==> config.mk <==
export PLATFORM = sky130hd
export DESIGN_NAME = morse_decoder
export DESIGN_NICKNAME = d
export VERILOG_FILES = /design/src/rtl/morse_dec_pkg.sv /design/src/rtl/morse_lut.sv /design/src/rtl/morse_decoder.sv
export SDC_FILE = /design/constraint.sdc
export NUM_CORES = 1
export LEC_CHECK = 0
export BUFFER_PORTS_ARGS = -buffer_cell sky130_fd_sc_hd__buf_2
export CAP_MARGIN = 20
export CORE_MARGIN = 5
export CORE_UTILIZATION = 55
export CTS_BUF_LIST = sky130_fd_sc_hd__clkbuf_4 sky130_fd_sc_hd__clkbuf_8 sky130_fd_sc_hd__clkbuf_16
export DETAILED_ROUTE_END_ITERATION = 7
export PLACE_DENSITY = 0.73
export SLEW_MARGIN = 20
export SYNTH_ARGS = -nofsm -noshare
export SYNTH_HDL_FRONTEND = slang
export SYNTH_SLANG_ARGS = --single-unit
==> constraint.sdc <==
create_clock -name clk_i -period 10.5 [get_ports clk_i]
set_input_delay 0.525 -clock clk_i [delete_from_list [all_inputs] [get_ports clk_i]]
set_output_delay 0.525 -clock clk_i [all_outputs]
set_load 0.02 [all_outputs]
==> src/rtl/morse_dec_pkg.sv <==
// Shared constants, FSM state type and lookup tables for the Morse decoder.
package morse_dec_pkg;

  localparam int unsigned DurW = 12;

  localparam logic [5:0] CODE_SPACE = 6'd36;
  localparam logic [5:0] CODE_ERR   = 6'd63;

  // Elements the buffer can hold before the character is flagged as an error
  localparam logic [2:0] MAX_ELEMS  = 3'd6;

  typedef enum logic [1:0] {StIdle, StMark, StSpace} state_e;

  // Unit length in ms: floor(1200 / (5 + 2*sel))
  function automatic logic [7:0] unit_ms(input logic [3:0] sel);
    logic [7:0] u;
    case (sel)
      4'd0:    u = 8'd240;
      4'd1:    u = 8'd171;
      4'd2:    u = 8'd133;
      4'd3:    u = 8'd109;
      4'd4:    u = 8'd92;
      4'd5:    u = 8'd80;
      4'd6:    u = 8'd70;
      4'd7:    u = 8'd63;
      4'd8:    u = 8'd57;
      4'd9:    u = 8'd52;
      4'd10:   u = 8'd48;
      4'd11:   u = 8'd44;
      4'd12:   u = 8'd41;
      4'd13:   u = 8'd38;
      4'd14:   u = 8'd36;
      default: u = 8'd34;
    endcase
    return u;
  endfunction

  // Active-high segments {G,F,E,D,C,B,A}; letters use the usual mixed-case glyphs
  function automatic logic [6:0] code_to_seg(input logic [5:0] code);
    logic [6:0] s;
    case (code)
      6'd0:    s = 7'h77;  // A
      6'd1:    s = 7'h7C;  // b
      6'd2:    s = 7'h39;  // C
      6'd3:    s = 7'h5E;  // d
      6'd4:    s = 7'h79;  // E
      6'd5:    s = 7'h71;  // F
      6'd6:    s = 7'h3D;  // G
      6'd7:    s = 7'h76;  // H
      6'd8:    s = 7'h30;  // I
      6'd9:    s = 7'h1E;  // J
      6'd10:   s = 7'h75;  // K
      6'd11:   s = 7'h38;  // L
      6'd12:   s = 7'h37;  // M
      6'd13:   s = 7'h54;  // n
      6'd14:   s = 7'h5C;  // o
      6'd15:   s = 7'h73;  // P
      6'd16:   s = 7'h67;  // q
      6'd17:   s = 7'h50;  // r
      6'd18:   s = 7'h6D;  // S
      6'd19:   s = 7'h78;  // t
      6'd20:   s = 7'h3E;  // U
      6'd21:   s = 7'h1C;  // v
      6'd22:   s = 7'h2A;  // W
      6'd23:   s = 7'h49;  // X
      6'd24:   s = 7'h6E;  // y
      6'd25:   s = 7'h5B;  // Z
      6'd26:   s = 7'h3F;  // 0
      6'd27:   s = 7'h06;  // 1
      6'd28:   s = 7'h5B;  // 2
      6'd29:   s = 7'h4F;  // 3
      6'd30:   s = 7'h66;  // 4
      6'd31:   s = 7'h6D;  // 5
      6'd32:   s = 7'h7D;  // 6
      6'd33:   s = 7'h07;  // 7
      6'd34:   s = 7'h7F;  // 8
      6'd35:   s = 7'h6F;  // 9
      6'd36:   s = 7'h00;  // space: blank
      default: s = 7'h40;  // error: centre bar
    endcase
    return s;
  endfunction

endpackage

==> src/rtl/morse_lut.sv <==
// Element pattern to character code. The first element sits at bit count-1,
// the last at bit 0; dit = 0, dah = 1. Unassigned patterns give CODE_ERR.
module morse_lut
  import morse_dec_pkg::*;
(
  input  logic [5:0] pattern_i,
  input  logic [2:0] count_i,
  output logic [5:0] code_o
);

  // Six-element patterns are never valid, so the top bit carries no information
  logic unused_pattern_msb;
  assign unused_pattern_msb = pattern_i[5];

  // Decode per element count
  always_comb begin
    code_o = CODE_ERR;
    case (count_i)
      3'd1: code_o = pattern_i[0] ? 6'd19 : 6'd4;  // T / E
      3'd2: begin
        case (pattern_i[1:0])
          2'b01:   code_o = 6'd0;   // A
          2'b00:   code_o = 6'd8;   // I
          2'b11:   code_o = 6'd12;  // M
          default: code_o = 6'd13;  // N
        endcase
      end
      3'd3: begin
        case (pattern_i[2:0])
          3'b100:  code_o = 6'd3;   // D
          3'b110:  code_o = 6'd6;   // G
          3'b101:  code_o = 6'd10;  // K
          3'b111:  code_o = 6'd14;  // O
          3'b010:  code_o = 6'd17;  // R
          3'b000:  code_o = 6'd18;  // S
          3'b001:  code_o = 6'd20;  // U
          default: code_o = 6'd22;  // W
        endcase
      end
      3'd4: begin
        case (pattern_i[3:0])
          4'b1000: code_o = 6'd1;   // B
          4'b1010: code_o = 6'd2;   // C
          4'b0010: code_o = 6'd5;   // F
          4'b0000: code_o = 6'd7;   // H
          4'b0111: code_o = 6'd9;   // J
          4'b0100: code_o = 6'd11;  // L
          4'b0110: code_o = 6'd15;  // P
          4'b1101: code_o = 6'd16;  // Q
          4'b0001: code_o = 6'd21;  // V
          4'b1001: code_o = 6'd23;  // X
          4'b1011: code_o = 6'd24;  // Y
          4'b1100: code_o = 6'd25;  // Z
          default: code_o = CODE_ERR;
        endcase
      end
      3'd5: begin
        case (pattern_i[4:0])
          5'b11111: code_o = 6'd26;
          5'b01111: code_o = 6'd27;
          5'b00111: code_o = 6'd28;
          5'b00011: code_o = 6'd29;
          5'b00001: code_o = 6'd30;
          5'b00000: code_o = 6'd31;
          5'b10000: code_o = 6'd32;
          5'b11000: code_o = 6'd33;
          5'b11100: code_o = 6'd34;
          5'b11110: code_o = 6'd35;
          default:  code_o = CODE_ERR;
        endcase
      end
      default: code_o = CODE_ERR;
    endcase
  end

endmodule

==> src/rtl/morse_decoder.sv <==
// Morse keyer decoder: synchronizes the key, times marks and spaces in ms ticks,
// assembles dits/dahs and emits character codes with a seven-segment view.
// Optional macro MORSE_DEC_WORDGAP_EN enables the word-space (code 36) emission.
module morse_decoder
  import morse_dec_pkg::*;
#(
  parameter int unsigned TICK_DIV = 10000
) (
  input  logic       clk_i,
  input  logic       rstn_i,
  input  logic       key_i,
  input  logic [3:0] wpm_sel_i,
  output logic [5:0] char_o,
  output logic       char_valid_o,
  output logic       error_o,
  output logic [7:0] seven_segment_o
);

  localparam int unsigned   PreW   = (TICK_DIV > 1) ? $clog2(TICK_DIV) : 1;
  localparam logic [PreW-1:0] PreMax = PreW'(TICK_DIV - 1);
  localparam logic [DurW-1:0] DurMax = '1;

  logic            key_meta_q, key_s_q, key_prev_q;
  logic            key_rise, key_fall;
  logic [PreW-1:0] pre_q;
  logic            tick;
  logic [7:0]      unit_q, unit_cur;
  logic [DurW-1:0] unit_ext, thr2, thr8;
  logic [DurW-1:0] dur_q, dur_d, dur_inc;
  logic            hit2, hit8;
  state_e          state_q, state_d;
  logic [5:0]      pat_q, pat_d;
  logic [2:0]      cnt_q, cnt_d;
  logic            flag_q, flag_d;
  logic [5:0]      lut_code;
  logic            emit;
  logic [5:0]      emit_code;
  logic [5:0]      char_q;
  logic            valid_q, err_q;

  // Two-flop synchronizer plus a delayed copy for edge detection
  always_ff @(posedge clk_i or negedge rstn_i) begin
    if (!rstn_i) begin
      key_meta_q <= 1'b0;
      key_s_q    <= 1'b0;
      key_prev_q <= 1'b0;
    end else begin
      key_meta_q <= key_i;
      key_s_q    <= key_meta_q;
      key_prev_q <= key_s_q;
    end
  end

  assign key_rise = key_s_q & ~key_prev_q;
  assign key_fall = ~key_s_q & key_prev_q;

  assign tick     = (pre_q == PreMax);
  // Speed is resampled on every tick and used on that same tick
  assign unit_cur = tick ? unit_ms(wpm_sel_i) : unit_q;

  // Free-running ms prescaler and sampled unit length
  always_ff @(posedge clk_i or negedge rstn_i) begin
    if (!rstn_i) begin
      pre_q  <= '0;
      unit_q <= unit_ms(4'd0);
    end else begin
      pre_q  <= tick ? '0 : pre_q + PreW'(1);
      unit_q <= unit_cur;
    end
  end

  assign unit_ext = DurW'(unit_cur);
  assign thr2     = unit_ext << 1;
  assign thr8     = unit_ext << 3;
  assign dur_inc  = (dur_q == DurMax) ? dur_q : dur_q + DurW'(1);
  assign dur_d    = (key_rise || key_fall) ? '0 : (tick ? dur_inc : dur_q);
  // A key edge zeroes dur_d, so an edge always wins over a threshold
  assign hit2     = tick && (dur_d >= thr2);
  assign hit8     = tick && (dur_d >= thr8);

`ifdef MORSE_DEC_WORDGAP_EN
  logic [DurW-1:0] thr5;
  logic            hit5;
  assign thr5 = (unit_ext << 2) + unit_ext;
  assign hit5 = tick && (dur_d >= thr5);
`endif

  // Saturating mark/space duration counter
  always_ff @(posedge clk_i or negedge rstn_i) begin
    if (!rstn_i) dur_q <= '0;
    else         dur_q <= dur_d;
  end

  morse_lut u_lut (
    .pattern_i (pat_q),
    .count_i   (cnt_q),
    .code_o    (lut_code)
  );

  // FSM state and element buffer registers
  always_ff @(posedge clk_i or negedge rstn_i) begin
    if (!rstn_i) begin
      state_q <= StIdle;
      pat_q   <= '0;
      cnt_q   <= '0;
      flag_q  <= 1'b0;
    end else begin
      state_q <= state_d;
      pat_q   <= pat_d;
      cnt_q   <= cnt_d;
      flag_q  <= flag_d;
    end
  end

  // Next-state: element capture on key fall, character/word emission on gaps
  always_comb begin
    state_d   = state_q;
    pat_d     = pat_q;
    cnt_d     = cnt_q;
    flag_d    = flag_q;
    emit      = 1'b0;
    emit_code = CODE_SPACE;
    unique case (state_q)
      StIdle: begin
        if (key_rise) state_d = StMark;
      end
      StMark: begin
        if (key_fall) begin
          state_d = StSpace;
          if (cnt_q == MAX_ELEMS) begin
            flag_d = 1'b1;
          end else begin
            pat_d = {pat_q[4:0], (dur_q >= thr2)};
            cnt_d = cnt_q + 3'd1;
          end
        end else if (hit8) begin
          flag_d = 1'b1;
        end
      end
      StSpace: begin
        if (key_rise) begin
          state_d = StMark;
        end else if ((cnt_q != 3'd0) && hit2) begin
          emit      = 1'b1;
          emit_code = flag_q ? CODE_ERR : lut_code;
          pat_d     = '0;
          cnt_d     = '0;
          flag_d    = 1'b0;
`ifndef MORSE_DEC_WORDGAP_EN
          state_d   = StIdle;
`endif
        end
`ifdef MORSE_DEC_WORDGAP_EN
        else if ((cnt_q == 3'd0) && hit5) begin
          emit      = 1'b1;
          emit_code = CODE_SPACE;
          state_d   = StIdle;
        end
`endif
      end
      default: state_d = StIdle;
    endcase
  end

  // Registered outputs: code holds, valid/error pulse one cycle after the threshold tick
  always_ff @(posedge clk_i or negedge rstn_i) begin
    if (!rstn_i) begin
      char_q  <= CODE_SPACE;
      valid_q <= 1'b0;
      err_q   <= 1'b0;
    end else begin
      valid_q <= emit;
      err_q   <= emit && (emit_code == CODE_ERR);
      if (emit) char_q <= emit_code;
    end
  end

  assign char_o          = char_q;
  assign char_valid_o    = valid_q;
  assign error_o         = err_q;
  assign seven_segment_o = {key_s_q, code_to_seg(char_q)};

endmodule

==> flow_summary.html, run 1 <==
<table>
<tr><th>Metric</th><th>Value</th></tr>
<tr><th colspan="2">CTS</th></tr>
<tr><td>Hold-fix buffers, CTS</td><td>0</td></tr>
<tr><td>Clock transition time at the flip-flop clock pins of the worst setup and hold paths</td><td>0.11 ns</td></tr>
<tr><td>Number of sinks driven by the clock tree</td><td>56</td></tr>
<tr><td>Clk Tree Root Cell</td><td>sky130_fd_sc_hd__clkbuf_8</td></tr>
<tr><td>Number of setup buffers added after CTS</td><td>0</td></tr>
<tr><td>Cts bufs inserted</td><td>5</td></tr>
<tr><td>Later-pin clock latency in the skew report</td><td>0.33 ns</td></tr>
<tr><td>Count of instances resized after the clock tree is built</td><td>0</td></tr>
<tr><td>Worst-case clock buffer depth</td><td>2</td></tr>
<tr><td>CTS H-Tree Depth</td><td>2</td></tr>
<tr><td>TritonCTS clock tree</td><td>done</td></tr>
<tr><th colspan="2">Synth</th></tr>
<tr><td>Most common flop cell mapped by yosys</td><td>sky130_fd_sc_hd__dfrtp_1</td></tr>
<tr><td>Cell taking the most area after synthesis</td><td>sky130_fd_sc_hd__dfrtp_1</td></tr>
<tr><td>Yosys warnings</td><td>0</td></tr>
<tr><td>Post-synth ARST share</td><td>100%</td></tr>
<tr><td>Share of the yosys chip area belonging to registers</td><td>30.8%</td></tr>
<tr><td>Proportion of netlist area held by the largest area contributor</td><td>27.4%</td></tr>
<tr><td>Mean area per synthesized cell</td><td>8.27 um^2</td></tr>
<tr><td>Synthesized flop and latch total</td><td>56</td></tr>
<tr><td>Synth cell count leaders</td><td>sky130_fd_sc_hd__ha_1 (53), sky130_fd_sc_hd__nand2_1 (52), sky130_fd_sc_hd__dfrtp_1 (50), sky130_fd_sc_hd__nor2_1 (50)</td></tr>
<tr><td>Netlist area before placement</td><td>4570 um^2</td></tr>
<tr><td>Unique cell type count in the Yosys netlist</td><td>60</td></tr>
<tr><td>Net count of the mapped netlist</td><td>613</td></tr>
<tr><td>Number of synthesized flops with an enable pin</td><td>0</td></tr>
<tr><td>Synthesized instance count</td><td>553</td></tr>
<tr><td>Most common cell in the netlist</td><td>sky130_fd_sc_hd__ha_1</td></tr>
<tr><td>Leading post-synthesis cells by cell area</td><td>sky130_fd_sc_hd__dfrtp_1 (27%), sky130_fd_sc_hd__ha_1 (15%), sky130_fd_sc_hd__a21oi_1 (4.5%)</td></tr>
<tr><th colspan="2">Global routing</th></tr>
<tr><td>Maximum number of pins on one net before global-route repair</td><td>57</td></tr>
<tr><td>Tot GR Track Use</td><td>20.9%</td></tr>
<tr><td>Number of global-route vias before repair</td><td>3799</td></tr>
<tr><td>First-pass GRT wire length</td><td>17.7 mm</td></tr>
<tr><td>Total congestion overflow</td><td>0</td></tr>
<tr><td>Initial antenna violation count</td><td>0</td></tr>
<tr><th colspan="2">Setup path</th></tr>
<tr><td>CP startpoint kind</td><td>flop</td></tr>
<tr><td>Worst R2R Start</td><td>pre_q[5]</td></tr>
<tr><td>Crit path from</td><td>pre_q[5]</td></tr>
<tr><td>Slack of the worst reg-to-reg path</td><td>6.24 ns</td></tr>
<tr><td>WP data arrival</td><td>4.45 ns</td></tr>
<tr><td>Depth of the worst register-to-register path</td><td>15</td></tr>
<tr><td>Endpoint of the most critical register-to-register path</td><td>pat_q[0]</td></tr>
<tr><td>Largest driver fanout on the critical path</td><td>19</td></tr>
<tr><td>Type of destination of the critical path</td><td>flop</td></tr>
<tr><td>CP Data Required Time</td><td>10.69 ns</td></tr>
<tr><td>Crit path kind</td><td>reg2reg</td></tr>
<tr><td>Capture point of the critical path</td><td>pat_q[0]</td></tr>
<tr><th colspan="2">Min path</th></tr>
<tr><td>HP Start</td><td>key_i</td></tr>
<tr><td>Path type of the worst min-delay path</td><td>in2reg</td></tr>
<tr><th colspan="2">Run status</th></tr>
<tr><td>Status</td><td>finished, final reports clean</td></tr>
<tr><th colspan="2">STA</th></tr>
<tr><td>Setup repair after global routing missed its margin</td><td>false</td></tr>
<tr><td>Number of slew-limit violations in the final report</td><td>0</td></tr>
<tr><td>Clock tree skew after final layout</td><td>0.0153 ns</td></tr>
<tr><td>Setup-failing EPs final</td><td>0</td></tr>
<tr><td>Final min period</td><td>4.26 ns</td></tr>
<tr><td>Worst slew margin relative to its limit</td><td>44.4%</td></tr>
<tr><td>Period Utilization, post-route</td><td>40.6%</td></tr>
<tr><td>Count of final hold-check violations</td><td>0</td></tr>
<tr><td>Highest clock rate</td><td>235 MHz</td></tr>
<tr><td>TNS Setup</td><td>0 ns</td></tr>
<tr><td>Transition time at the pin with the least slew margin</td><td>0.814 ns</td></tr>
<tr><th colspan="2">Detailed routing</th></tr>
<tr><td>Overall routed net length</td><td>10.3 mm</td></tr>
<tr><td>Post-route DRC violation count</td><td>0</td></tr>
<tr><td>Routed Antenna Nets</td><td>0</td></tr>
<tr><td>Wire length per cell after detailed routing</td><td>15.6 um</td></tr>
<tr><td>DRC violation total after the first TritonRoute iteration</td><td>235</td></tr>
<tr><td>Total number of vias</td><td>4040</td></tr>
<tr><td>First-pass DRT Iterations</td><td>4</td></tr>
<tr><td>Post-DR vias/cell</td><td>6.11</td></tr>
<tr><th colspan="2">Floorplan</th></tr>
<tr><td>Core box area</td><td>8180 um^2</td></tr>
<tr><td>Overall die width</td><td>101 um</td></tr>
<tr><td>Total die area</td><td>10200 um^2</td></tr>
<tr><td>Y dimension of the die</td><td>101 um</td></tr>
<tr><td>Number of top-level pins</td><td>23</td></tr>
<tr><td>Initial Util</td><td>55.9%</td></tr>
<tr><td># rows</td><td>33</td></tr>
<tr><th colspan="2">Power</th></tr>
<tr><td>P_leak</td><td>2.20 nW</td></tr>
<tr><td>Largest voltage drop on the vdd net</td><td>64.4 uV</td></tr>
<tr><td>Cell Pwr Density</td><td>115 nW/um^2</td></tr>
<tr><th colspan="2">Cells and area</th></tr>
<tr><td>NumNets Final</td><td>615</td></tr>
<tr><td>Number of diodes</td><td>0</td></tr>
<tr><td>Share of final-layout standard cells stronger than drive strength 1</td><td>8.99%</td></tr>
<tr><td>Area overhead of the layout relative to synthesis</td><td>4.93%</td></tr>
<tr><td>Post-route design area</td><td>4800 um^2</td></tr>
<tr><td>Fill count</td><td>740</td></tr>
<tr><th colspan="2">Placement</th></tr>
<tr><td>Gp weighted congestion</td><td>0.897</td></tr>
<tr><td>Number of I/O port buffers</td><td>22</td></tr>
<tr><td>Detailed placement HPWL</td><td>7.54 mm</td></tr>
<tr><td>Post-detailed-placement cell area</td><td>4700 um^2</td></tr>
<tr><th colspan="2">Run</th></tr>
<tr><td>MaxCap Viol Count</td><td>0</td></tr>
</table>
metal layers:
layer	wire length, um	global-route usage [%]
met5	0	0
met4	248	8.28
met3	483	3.03
met2	4820	34.2
met1	4740	28.0
kinds of logic after synthesis:
| kind of cell | Yosys count | synth area share (%) |
|---|---|---|
| flops | 56 | 30.8 |
| compound gates | 150 | 20.9 |
| fa+ha+maj | 53 | 14.5 |
| simple gates | 194 | 21.3 |
| buf+inv | 70 | 6.10 |
| mux | 11 | 2.65 |
| xor+xnor | 19 | 3.64 |
through the flow:
| step | setup WS [ns] | hold slack (ns) | util [%] | std cells | power [W] |
|---|---|---|---|---|---|
| after floorplan | 6.73 | 0.229 | - | 553 | 0.000389 |
| after global placement | 6.42 | 0.336 | 57.5 | 653 | 0.000423 |
| after detailed placement | 6.33 | 0.335 | 57.5 | 653 | 0.000428 |
| after CTS | 6.27 | 0.288 | 58.7 | 661 | 0.000555 |
| after global routing | 6.01 | 0.284 | 58.7 | 661 | 0.000595 |
| final | 6.24 | 0.298 | 58.7 | 661 | 0.000554 |
layout make-up:
type | count | area, um^2 | area share [%]
clock inverter | 3 | 25.0 | 0.522
timing repair buffer | 24 | 125 | 2.61
sequential | 56 | 1410 | 29.4
inverter | 41 | 154 | 3.21
multi-input combinational | 427 | 2880 | 60.1
clock buffer | 5 | 68.8 | 1.43
tap | 105 | 131 | 2.74
flip-flops by register name (all words and copies together), names as in the netlist:
| name | flops |
|---|---|
| pre_q | 14 |
| dur_q | 12 |
| unit_q | 8 |
| char_o | 6 |
| pat_q | 5 |
| cnt_q | 3 |
| state_q | 2 |
| char_valid_o | 1 |
| error_o | 1 |
| flag_q | 1 |
| key_meta_q | 1 |
| key_prev_q | 1 |
| key_s_q | 1 |
critical path, stage by stage (launching register included):
cell and delay, ns:
sky130_fd_sc_hd__dfrtp_1 0.44, sky130_fd_sc_hd__nor4b_2 0.33, sky130_fd_sc_hd__and4_1 0.69, sky130_fd_sc_hd__and2_4 0.33
sky130_fd_sc_hd__and4_1 0.22, sky130_fd_sc_hd__xnor2_1 0.11, sky130_fd_sc_hd__nand2b_1 0.14, sky130_fd_sc_hd__inv_1 0.07
sky130_fd_sc_hd__ha_1 0.32, sky130_fd_sc_hd__and3b_1 0.20, sky130_fd_sc_hd__nor4b_1 0.28, sky130_fd_sc_hd__nand4_1 0.15
sky130_fd_sc_hd__o211ai_2 0.12, sky130_fd_sc_hd__o2111a_2 0.29, sky130_fd_sc_hd__nor3_2 0.11, sky130_fd_sc_hd__o311ai_0 0.34
how the worst min path moves through the flow:
stage | to | slack (ns) | cells past startpoint
after floorplan | char_o[0] | 0.23 | 0
after global placement | key_s_q | 0.34 | 0
after detailed placement | key_s_q | 0.33 | 0
after CTS | key_meta_q | 0.29 | 1
after global routing | key_meta_q | 0.28 | 1
final | key_meta_q | 0.30 | 1
cells in the final DEF (no fill, tap or decap), drive strengths merged, types with 3 or more instances in the layout:
| cell type | count |
|---|---|
| clkbuf | 5 |
| a22oi | 6 |
| o211ai | 7 |
| mux2 | 3 |
| o31ai | 10 |
| xor2 | 7 |
| and2 | 5 |
| a31oi | 6 |
| dfrtp | 50 |
| and3 | 5 |
| nand2 | 52 |
| ha | 53 |
| nand2b | 10 |
| o2111a | 3 |
| dfstp | 6 |
| nor4b | 3 |
| nor2 | 50 |
| o21a | 6 |
| and4 | 4 |
| xnor2 | 12 |
| a2111oi | 3 |
| mux2i | 8 |
| o21ai | 37 |
| nor3 | 14 |
| or3 | 4 |
| a211oi | 8 |
| o22ai | 4 |
| nand3 | 17 |
| a21oi | 41 |
| nor2b | 6 |
| nand4 | 13 |
| nor4 | 5 |
| buf | 24 |
| inv | 43 |
| a21o | 5 |
power by group:
part	total [W]	internal (W)	switching, W
combinational	0.000164	0.0000611	0.000103
sequential	0.000263	0.000231	0.0000324
clock	0.000127	0.0000489	0.0000782
total	0.000554	0.000341	0.000213
Note: power is estimated with default switching activity, not from simulation.
==> run 2: changes to the inputs <==
--- a/config.mk
+++ b/config.mk
@@ -11,7 +11,7 @@
 export CORE_UTILIZATION = 55
 export CTS_BUF_LIST = sky130_fd_sc_hd__clkbuf_4 sky130_fd_sc_hd__clkbuf_8 sky130_fd_sc_hd__clkbuf_16
 export DETAILED_ROUTE_END_ITERATION = 7
-export PLACE_DENSITY = 0.73
+export PLACE_DENSITY = 0.76
 export SLEW_MARGIN = 20
 export SYNTH_ARGS = -nofsm -noshare
 export SYNTH_HDL_FRONTEND = slang
==> constraint.sdc (replaced) <==
create_clock -name clk_i -period 3.86 [get_ports clk_i]
set_input_delay 0.193 -clock clk_i [delete_from_list [all_inputs] [get_ports clk_i]]
set_output_delay 0.193 -clock clk_i [all_outputs]
set_load 0.02 [all_outputs]
==> run 2 against run 1 <==
The flow now finishes with violations (negative hold slack); sequential share of layout area decreased by 1.2 points; die area unchanged; core utilization increased by 2.8 points; sequential power increased to 2.7 times the previous value; first-iteration DRC count increased by 44%; worst setup slack got worse by 6.1 ns; power increased to 2.7 times the previous value; cell count increased by 3.0%; wire length increased by 2.4%; combinational power increased to 2.8 times the previous value.
==> flow_summary.html, run 2 (synthesis gave the netlist of run 1 again) <==
<table>
<tr><th>Metric</th><th>Value</th></tr>
<tr><th colspan="2">Setup path</th></tr>
<tr><td>Slack of the worst reg-to-reg path</td><td>0.10 ns (-6.14 ns)</td></tr>
<tr><td>CP Data Required Time</td><td>4.12 ns (-6.57 ns)</td></tr>
<tr><td>WP data arrival</td><td>4.02 ns (-0.43 ns)</td></tr>
<tr><td>Delay of the slowest critical-path stage</td><td>0.38 ns (-0.31 ns)</td></tr>
<tr><td>Endpoint of the most critical register-to-register path</td><td>char_o[5]</td></tr>
<tr><td>Largest driver fanout on the critical path</td><td>8 (-11)</td></tr>
<tr><td>CP startpoint kind</td><td>flop</td></tr>
<tr><td>Crit path from</td><td>dur_q[1]</td></tr>
<tr><td>Capture point of the critical path</td><td>char_o[5]</td></tr>
<tr><td>Most Frequent Cell on Critical Path</td><td>sky130_fd_sc_hd__nand4_1</td></tr>
<tr><td>Depth of the worst register-to-register path</td><td>17 (+2)</td></tr>
<tr><td>Crit path kind</td><td>reg2reg</td></tr>
<tr><td>Type of destination of the critical path</td><td>flop</td></tr>
<tr><td>Worst R2R Start</td><td>dur_q[1]</td></tr>
<tr><td>Worst path slowest cell</td><td>sky130_fd_sc_hd__dfrtp_1</td></tr>
<tr><td>Series of cell instances along the critical path</td><td>ha_2, nand4_1, or3_4, and2_4, and4_1, xnor2_1, nand2b_4, inv_1, ha_1, and3b_1, nor4b_2, nand4_1, o211ai_2, o2111a_2, nor3_4, buf_12, mux2_4</td></tr>
<tr><th colspan="2">Cells and area</th></tr>
<tr><td>Most frequent cells in the layout</td><td>sky130_fd_sc_hd__nand2_1 (52), sky130_fd_sc_hd__ha_1 (52), sky130_fd_sc_hd__nor2_1 (50)</td></tr>
<tr><td>Area overhead of the layout relative to synthesis</td><td>9.85%</td></tr>
<tr><td>Number of diodes</td><td>0 (unchanged)</td></tr>
<tr><td>Regs by FF count</td><td>pre_q: 14 flops, dur_q: 12 flops, unit_q: 8 flops</td></tr>
<tr><td>Flip-flop count of the largest register after layout</td><td>14 (unchanged)</td></tr>
<tr><td>Share of final-layout standard cells stronger than drive strength 1</td><td>13.7% (+4.7 points)</td></tr>
<tr><td>NumNets Final</td><td>635 (+3.3%)</td></tr>
<tr><td>Most flop-heavy register</td><td>pre_q</td></tr>
<tr><th colspan="2">Global routing</th></tr>
<tr><td>Total congestion overflow</td><td>0 (unchanged)</td></tr>
<tr><td>Number of global-route vias before repair</td><td>3774 (-0.66%)</td></tr>
<tr><td>First-pass GRT wire length</td><td>17.7 mm (+0.32%)</td></tr>
<tr><td>Initial antenna violation count</td><td>0 (unchanged)</td></tr>
<tr><td>Tot GR Track Use</td><td>21.1% (+0.19 points)</td></tr>
<tr><td>Maximum number of pins on one net before global-route repair</td><td>57 (unchanged)</td></tr>
<tr><th colspan="2">Detailed routing</th></tr>
<tr><td>Overall routed net length</td><td>10.5 mm (+2.4%)</td></tr>
<tr><td>First-pass DRT Iterations</td><td>5 (+1)</td></tr>
<tr><td>Routed Antenna Nets</td><td>0 (unchanged)</td></tr>
<tr><td>Total number of vias</td><td>4056 (+0.40%)</td></tr>
<tr><td>Post-route DRC violation count</td><td>0 (unchanged)</td></tr>
<tr><td>Wire length per cell after detailed routing</td><td>15.5 um (-0.63%)</td></tr>
<tr><td>Post-DR vias/cell</td><td>5.96 (-2.6%)</td></tr>
<tr><td>DRC violation total after the first TritonRoute iteration</td><td>339 (+44%)</td></tr>
<tr><th colspan="2">STA</th></tr>
<tr><td>Period Utilization, post-route</td><td>97.4% (+57 points)</td></tr>
<tr><td>Transition time at the pin with the least slew margin</td><td>0.814 ns (+0.000518 ns)</td></tr>
<tr><td>Count of final hold-check violations</td><td>27 (+27)</td></tr>
<tr><td>Clock tree skew after final layout</td><td>0.00944 ns (-0.00585 ns)</td></tr>
<tr><td>Post-layout worst setup margin</td><td>0.101 ns (-6.14 ns)</td></tr>
<tr><td>Number of slew-limit violations in the final report</td><td>0 (unchanged)</td></tr>
<tr><td>TNS Setup</td><td>0 ns (unchanged)</td></tr>
<tr><td>Setup-failing EPs final</td><td>0 (unchanged)</td></tr>
<tr><td>Highest clock rate</td><td>266 MHz (+13%)</td></tr>
<tr><td>Worst slew margin relative to its limit</td><td>44.3% (about the same)</td></tr>
<tr><td>Worst hold slack</td><td>-0.0261 ns (-0.324 ns)</td></tr>
<tr><td>Final min period</td><td>3.76 ns (-0.499 ns)</td></tr>
<tr><th colspan="2">Min path</th></tr>
<tr><td>Path type of the worst min-delay path</td><td>in2async</td></tr>
<tr><th colspan="2">Floorplan</th></tr>
<tr><td>Core box area</td><td>8180 um^2 (unchanged)</td></tr>
<tr><td>Total die area</td><td>10200 um^2 (unchanged)</td></tr>
<tr><td>Number of top-level pins</td><td>23 (unchanged)</td></tr>
<tr><td># rows</td><td>33 (unchanged)</td></tr>
<tr><td>Y dimension of the die</td><td>101 um (unchanged)</td></tr>
<tr><td>Initial Util</td><td>55.9% (unchanged)</td></tr>
<tr><td>Overall die width</td><td>101 um (unchanged)</td></tr>
<tr><th colspan="2">Run status</th></tr>
<tr><td>Violations in the final reports</td><td>negative hold slack</td></tr>
<tr><td>Status</td><td>complete, but fails checks</td></tr>
<tr><th colspan="2">CTS</th></tr>
<tr><td>Cts bufs inserted</td><td>5 (unchanged)</td></tr>
<tr><td>Later-pin clock latency in the skew report</td><td>0.32 ns (about the same)</td></tr>
<tr><td>Clock transition time at the flip-flop clock pins of the worst setup and hold paths</td><td>0.11 ns (about the same)</td></tr>
<tr><td>TritonCTS clock tree</td><td>done</td></tr>
<tr><td>Number of sinks driven by the clock tree</td><td>56 (unchanged)</td></tr>
<tr><td>Worst-case clock buffer depth</td><td>2 (unchanged)</td></tr>
<tr><td>Clk Tree Root Cell</td><td>sky130_fd_sc_hd__clkbuf_8</td></tr>
<tr><td>CTS H-Tree Depth</td><td>2 (unchanged)</td></tr>
<tr><th colspan="2">Placement</th></tr>
<tr><td>Detailed placement HPWL</td><td>7.78 mm (+3.1%)</td></tr>
<tr><td>Setup WS pre-CTS</td><td>-0.0123 ns (-6.34 ns)</td></tr>
<tr><td>Number of I/O port buffers</td><td>22 (unchanged)</td></tr>
<tr><td>Gp weighted congestion</td><td>0.969 (+8.0%)</td></tr>
<tr><th colspan="2">Run</th></tr>
<tr><td>MaxCap Viol Count</td><td>0 (unchanged)</td></tr>
<tr><th colspan="2">Power</th></tr>
<tr><td>Cell Pwr Density</td><td>302 nW/um^2 (+160%)</td></tr>
<tr><td>Largest voltage drop on the vdd net</td><td>152 uV (+140%)</td></tr>
<tr><td>P_leak</td><td>2.30 nW (+4.8%)</td></tr>
<tr><td>Overall power of the completed layout</td><td>0.00152 W (+170%)</td></tr>
</table>
-- run 2: changes by cell type in the layout (fill, tap and decap cells not counted), moves of 2 or more --
cell / before / now
sky130_fd_sc_hd__buf_4: 2 / 19
sky130_fd_sc_hd__dfrtp_1: 50 / 47
sky130_fd_sc_hd__dfrtp_2: 0 / 3
sky130_fd_sc_hd__inv_6: 2 / 0
sky130_fd_sc_hd__nor4b_4: 0 / 2
-- run 2: where the power goes --
group	switching (W)	leakage, nW	total (W)	internal [W]
clock network	0.000213	0.0463	0.000346	0.000134
registers	0.0000891	0.681	0.000717	0.000627
logic	0.000284	1.57	0.000455	0.000171
-- run 2: worst max-delay path: cells and delay by family (launching register included) --
kind	cells	cell delay, ns
and+or+nand+nor	9	1.74
adders and majority gates	2	0.53
buffers and inverters	2	0.19
xor gates and xnor gates	1	0.13
AOI/OAI and AO/OA	2	0.42
DFF	1	0.38
muxes	1	0.29
-- run 2: layout make-up --
| cell class | count | area (um^2) |
|---|---|---|
| clock buffers | 5 | 68.8 |
| clock inverters | 3 | 27.5 |
| fillers | 717 | 3150 |
| inverters | 41 | 154 |
| multi-input cells | 427 | 2930 |
| flip-flops and latches | 56 | 1410 |
| well taps | 105 | 131 |
| repair buffers | 44 | 294 |
-- run 2: repair_timing --
action / 4_1_cts / 5_1_grt
buffers inserted: 2 / 5
endpoints found under the hold margin: 1 / 0
gates cloned: 0 / 0
endpoints found under the setup margin: 3 / 17
pin swaps: 1 / 12
gates resized for setup: 0 / 16
hold buffers: 1 / 0
-- run 2: routing by layer --
layer | track usage [%] | vias up | part of all wire, %
li1 | - | 2026 | -
met4 | 5.42 | 0 | 2.1
met1 | 28.9 | 1886 | 45
met5 | 0 | - | 0
met2 | 35.3 | 125 | 48
met3 | 2.96 | 19 | 4.9
-- run 2: how the worst min path moves through the flow --
stage / endpoint
global route: unit_q[1]
CTS: unit_q[1]
global placement: key_meta_q
finish: unit_q[1]
floorplan: char_o[0]
detailed placement: key_meta_q
-- run 2: metrics by stage --
stage / hold slack (ns) / instances / area, um^2 / utilization (%)
3_3_place_gp: 0.301 / 665 / 4790 / 58.6
2_1_floorplan: -0.103 / 553 / 4570 / -
6_report: -0.0261 / 681 / 5020 / 61.4
4_1_cts: 0.00575 / 676 / 4930 / 60.3
5_1_grt: 0.0380 / 681 / 5020 / 61.4
3_5_place_dp: 0.302 / 665 / 4790 / 58.6
==> run 3: changes to the inputs <==
--- a/config.mk
+++ b/config.mk
@@ -11,7 +11,8 @@
 export CORE_UTILIZATION = 55
 export CTS_BUF_LIST = sky130_fd_sc_hd__clkbuf_4 sky130_fd_sc_hd__clkbuf_8 sky130_fd_sc_hd__clkbuf_16
 export DETAILED_ROUTE_END_ITERATION = 7
-export PLACE_DENSITY = 0.76
+export GPL_TIMING_DRIVEN = 0
+export PLACE_DENSITY = 0.73
 export SLEW_MARGIN = 20
 export SYNTH_ARGS = -nofsm -noshare
 export SYNTH_HDL_FRONTEND = slang
==> constraint.sdc (replaced) <==
create_clock -name clk_i -period 4.2 [get_ports clk_i]
set_input_delay 0.21 -clock clk_i [delete_from_list [all_inputs] [get_ports clk_i]]
set_output_delay 0.21 -clock clk_i [all_outputs]
set_load 0.02 [all_outputs]
==> run 3 against run 2 <==
The flow now finishes without violations; power shrank 7.2%; wire length down 1.0%; global-route usage down 0.12 points; flip-flop and latch count did not move; combinational power is 5.5% higher; via count increased by 3.4%; hold slack better by 0.36 ns; clock power shrank 7.5%; non-clock buffer count grew 11; design area fell by 0.55%; critical path depth rose by 1; clock skew about the same; largest cell class unchanged.
==> flow_summary.html, run 3 (synthesis gave the netlist of run 1 again) <==
<table>
<tr><th>Metric</th><th>Value</th></tr>
<tr><th colspan="2">Setup path</th></tr>
<tr><td>Buf+Inv Stages, Crit Path</td><td>3 (+1)</td></tr>
<tr><td>Kind of cell with the highest combined delay on the critical path</td><td>simple AND/OR/NAND/NOR gates</td></tr>
<tr><td>Worst R2R Start</td><td>dur_q[1]</td></tr>
<tr><td>Cell depth of the worst setup path</td><td>18 (+1)</td></tr>
<tr><td>CP Data Required Time</td><td>4.45 ns (+0.33 ns)</td></tr>
<tr><td>Endpoint of the most critical register-to-register path</td><td>char_o[2]</td></tr>
<tr><td>Depth of the worst register-to-register path</td><td>18 (+1)</td></tr>
<tr><td>Capture point of the critical path</td><td>char_o[2]</td></tr>
<tr><td>Worst path slowest cell</td><td>sky130_fd_sc_hd__or3_4</td></tr>
<tr><td>Delay of the slowest critical-path stage</td><td>0.49 ns (+0.11 ns)</td></tr>
<tr><td>Type of destination of the critical path</td><td>flop</td></tr>
<tr><td>Series of cell instances along the critical path</td><td>ha_1, nand4_1, or3_4, and2_4, buf_6, and4_1, xnor2_1, nand2b_1, inv_1, ha_1, and3b_1, nor4b_2, nand4_1, o211ai_2, o2111a_2, nor3_4, buf_12, mux2_4</td></tr>
<tr><td>CP startpoint kind</td><td>flop</td></tr>
<tr><td>Slack of the worst reg-to-reg path</td><td>0.16 ns (+0.06 ns)</td></tr>
<tr><td>Largest driver fanout on the critical path</td><td>8 (unchanged)</td></tr>
<tr><td>WP data arrival</td><td>4.28 ns (+0.26 ns)</td></tr>
<tr><td>Crit path kind</td><td>reg2reg</td></tr>
<tr><td>Crit path from</td><td>dur_q[1]</td></tr>
<tr><th colspan="2">STA</th></tr>
<tr><td>Post-layout worst setup margin</td><td>0.164 ns (+0.0627 ns)</td></tr>
<tr><td>Worst slew margin relative to its limit</td><td>37.5% (-6.8 points)</td></tr>
<tr><td>Clock tree skew after final layout</td><td>0.00993 ns (+0.000494 ns)</td></tr>
<tr><td>Final min period</td><td>4.04 ns (+0.277 ns)</td></tr>
<tr><td>Setup-failing EPs final</td><td>0 (unchanged)</td></tr>
<tr><td>Transition time at the pin with the least slew margin</td><td>0.914 ns (+0.0994 ns)</td></tr>
<tr><td>Period Utilization, post-route</td><td>96.1% (-1.3 points)</td></tr>
<tr><td>Count of final hold-check violations</td><td>0 (-100%)</td></tr>
<tr><td>Worst hold slack</td><td>0.339 ns (+0.365 ns)</td></tr>
<tr><td>Number of slew-limit violations in the final report</td><td>0 (unchanged)</td></tr>
<tr><td>Highest clock rate</td><td>248 MHz (-6.9%)</td></tr>
<tr><th colspan="2">Cells and area</th></tr>
<tr><td>Most common cell after layout, fill and taps aside</td><td>sky130_fd_sc_hd__ha_1</td></tr>
<tr><td>Share of final-layout standard cells stronger than drive strength 1</td><td>9.88% (-3.8 points)</td></tr>
<tr><td>Most flop-heavy register</td><td>pre_q</td></tr>
<tr><td>Number of diodes</td><td>0 (unchanged)</td></tr>
<tr><td>Flip-flop count of the largest register after layout</td><td>14 (unchanged)</td></tr>
<tr><td>Post-route design area</td><td>4990 um^2 (-0.55%)</td></tr>
<tr><td>Final Util</td><td>61.1% (-0.34 points)</td></tr>
<tr><td>Final Instance Count excl. Fillers</td><td>692 (+1.6%)</td></tr>
<tr><td>Most frequent cells in the layout</td><td>sky130_fd_sc_hd__ha_1 (53), sky130_fd_sc_hd__nand2_1 (52), sky130_fd_sc_hd__nor2_1 (50), sky130_fd_sc_hd__dfrtp_1 (50)</td></tr>
<tr><td>Regs by FF count</td><td>pre_q: 14 flops, dur_q: 12 flops, unit_q: 8 flops</td></tr>
<tr><td>Fill count</td><td>734 (+2.4%)</td></tr>
<tr><td>NumNets Final</td><td>646 (+1.7%)</td></tr>
<tr><td>Area overhead of the layout relative to synthesis</td><td>9.25%</td></tr>
<tr><th colspan="2">Floorplan</th></tr>
<tr><td>Core box area</td><td>8180 um^2 (unchanged)</td></tr>
<tr><td>Initial Util</td><td>55.9% (unchanged)</td></tr>
<tr><td>Y dimension of the die</td><td>101 um (unchanged)</td></tr>
<tr><td>Overall die width</td><td>101 um (unchanged)</td></tr>
<tr><td>Number of top-level pins</td><td>23 (unchanged)</td></tr>
<tr><td>Total die area</td><td>10200 um^2 (unchanged)</td></tr>
<tr><td># rows</td><td>33 (unchanged)</td></tr>
<tr><th colspan="2">Global routing</th></tr>
<tr><td>First-pass GRT wire length</td><td>17.9 mm (+1.1%)</td></tr>
<tr><td>Total congestion overflow</td><td>0 (unchanged)</td></tr>
<tr><td>Initial antenna violation count</td><td>0 (unchanged)</td></tr>
<tr><td>Maximum number of pins on one net before global-route repair</td><td>57 (unchanged)</td></tr>
<tr><td>Number of global-route vias before repair</td><td>3830 (+1.5%)</td></tr>
<tr><td>Tot GR Track Use</td><td>21.0% (-0.12 points)</td></tr>
<tr><th colspan="2">Placement</th></tr>
<tr><td>Number of I/O port buffers</td><td>21 (-4.5%)</td></tr>
<tr><td>Number of placed instances with taps included</td><td>679 (+2.1%)</td></tr>
<tr><td>Detailed placement HPWL</td><td>7.66 mm (-1.5%)</td></tr>
<tr><td>Setup WS pre-CTS</td><td>-0.141 ns (-0.129 ns)</td></tr>
<tr><td>Post-detailed-placement cell area</td><td>4810 um^2 (+0.37%)</td></tr>
<tr><td>Gp weighted congestion</td><td>0.957 (-1.2%)</td></tr>
<tr><th colspan="2">Detailed routing</th></tr>
<tr><td>Routed Antenna Nets</td><td>0 (unchanged)</td></tr>
<tr><td>Total number of vias</td><td>4194 (+3.4%)</td></tr>
<tr><td>First-pass DRT Iterations</td><td>7 (+2)</td></tr>
<tr><td>DRC violation total after the first TritonRoute iteration</td><td>315 (-7.1%)</td></tr>
<tr><td>Wire length per cell after detailed routing</td><td>15.1 um (-2.6%)</td></tr>
<tr><td>Post-DR vias/cell</td><td>6.06 (+1.8%)</td></tr>
<tr><td>Overall routed net length</td><td>10.4 mm (-1.0%)</td></tr>
<tr><td>Post-route DRC violation count</td><td>0 (unchanged)</td></tr>
<tr><th colspan="2">CTS</th></tr>
<tr><td>Number of sinks driven by the clock tree</td><td>56 (unchanged)</td></tr>
<tr><td>CTS H-Tree Depth</td><td>2 (unchanged)</td></tr>
<tr><td>TritonCTS clock tree</td><td>done</td></tr>
<tr><td>Worst-case clock buffer depth</td><td>2 (unchanged)</td></tr>
<tr><td>Cts bufs inserted</td><td>5 (unchanged)</td></tr>
<tr><td>Clock transition time at the flip-flop clock pins of the worst setup and hold paths</td><td>0.10 ns (about the same)</td></tr>
<tr><td>Later-pin clock latency in the skew report</td><td>0.31 ns (about the same)</td></tr>
<tr><td>Clk Tree Root Cell</td><td>sky130_fd_sc_hd__clkbuf_8</td></tr>
<tr><th colspan="2">Run</th></tr>
<tr><td>MaxCap Viol Count</td><td>0 (unchanged)</td></tr>
<tr><th colspan="2">Run status</th></tr>
<tr><td>Status</td><td>finished, final reports clean</td></tr>
<tr><th colspan="2">Min path</th></tr>
<tr><td>Path type of the worst min-delay path</td><td>in2reg</td></tr>
<tr><th colspan="2">Power</th></tr>
<tr><td>Cell Pwr Density</td><td>282 nW/um^2 (-6.7%)</td></tr>
<tr><td>P_leak</td><td>2.27 nW (-1.2%)</td></tr>
<tr><td>Largest voltage drop on the vdd net</td><td>181 uV (+19%)</td></tr>
</table>
[run 3: power breakdown]
part           switching (W)  leakage, nW  internal [W]
Sequential         0.0000316        0.685      0.000577
Combinational       0.000313         1.54      0.000167
Clock               0.000179       0.0479      0.000141
Total               0.000524         2.27      0.000885
[run 3: final cells by class]
type	instances	area [um^2]	share of cell area, %
plain buffers	28	121	2.43
clock inverters	1	7.51	0.150
repair buffers	27	170	3.41
well taps	105	131	2.63
multi-input cells	427	2910	58.3
flip-flops and latches	56	1410	28.2
clock buffers	7	90.1	1.80
inverters	41	154	3.08
[run 3: worst register-to-register path: cells and delay by family (launching register included)]
family,cells,cell delay (ns)
compound gates,2,0.42
xor+xnor,1,0.11
fa+ha+maj,2,0.54
buf+inv,3,0.36
flops,1,0.37
mux,1,0.29
simple gates,9,1.91
[run 3: metrics by stage]
step	total power, W	TNS (ns)
after floorplan	0.000973	0
after global placement	0.00108	-0.297
after detailed placement	0.00109	-0.715
after CTS	0.00141	0
after global routing	0.00151	-0.0317
final	0.00141	0
[run 3: what timing repair did]
action | CTS | global route
gates resized for setup | 1 | 4
pin swaps | 2 | 2
endpoints found under the setup margin | 9 | 17
buffers inserted | 2 | 2
hold buffers | 2 | 0
endpoints found under the hold margin | 51 | 0
[run 3: layer usage]
| layer | part of all wire, % | vias to the layer above | wire length [um] | GRT usage (%) |
|---|---|---|---|---|
| li1 | - | 2047 | - | - |
| met1 | 47 | 1995 | 4900 | 30.0 |
| met2 | 46 | 132 | 4820 | 33.7 |
| met5 | 0 | - | 0 | 0 |
| met3 | 5.5 | 20 | 571 | 2.55 |
| met4 | 1.3 | 0 | 140 | 5.62 |
[run 3: worst min-delay path by stage]
stage	start	to	slack (ns)	cells after the start
after floorplan	rstn_i	char_o[0]	-0.09	0
after global placement	key_i	key_meta_q	0.32	1
after detailed placement	rstn_i	unit_q[0]	0.31	1
after CTS	wpm_sel_i[1]	unit_q[4]	0.33	6
after global routing	key_meta_q	key_s_q	0.38	0
final	wpm_sel_i[1]	unit_q[4]	0.34	6
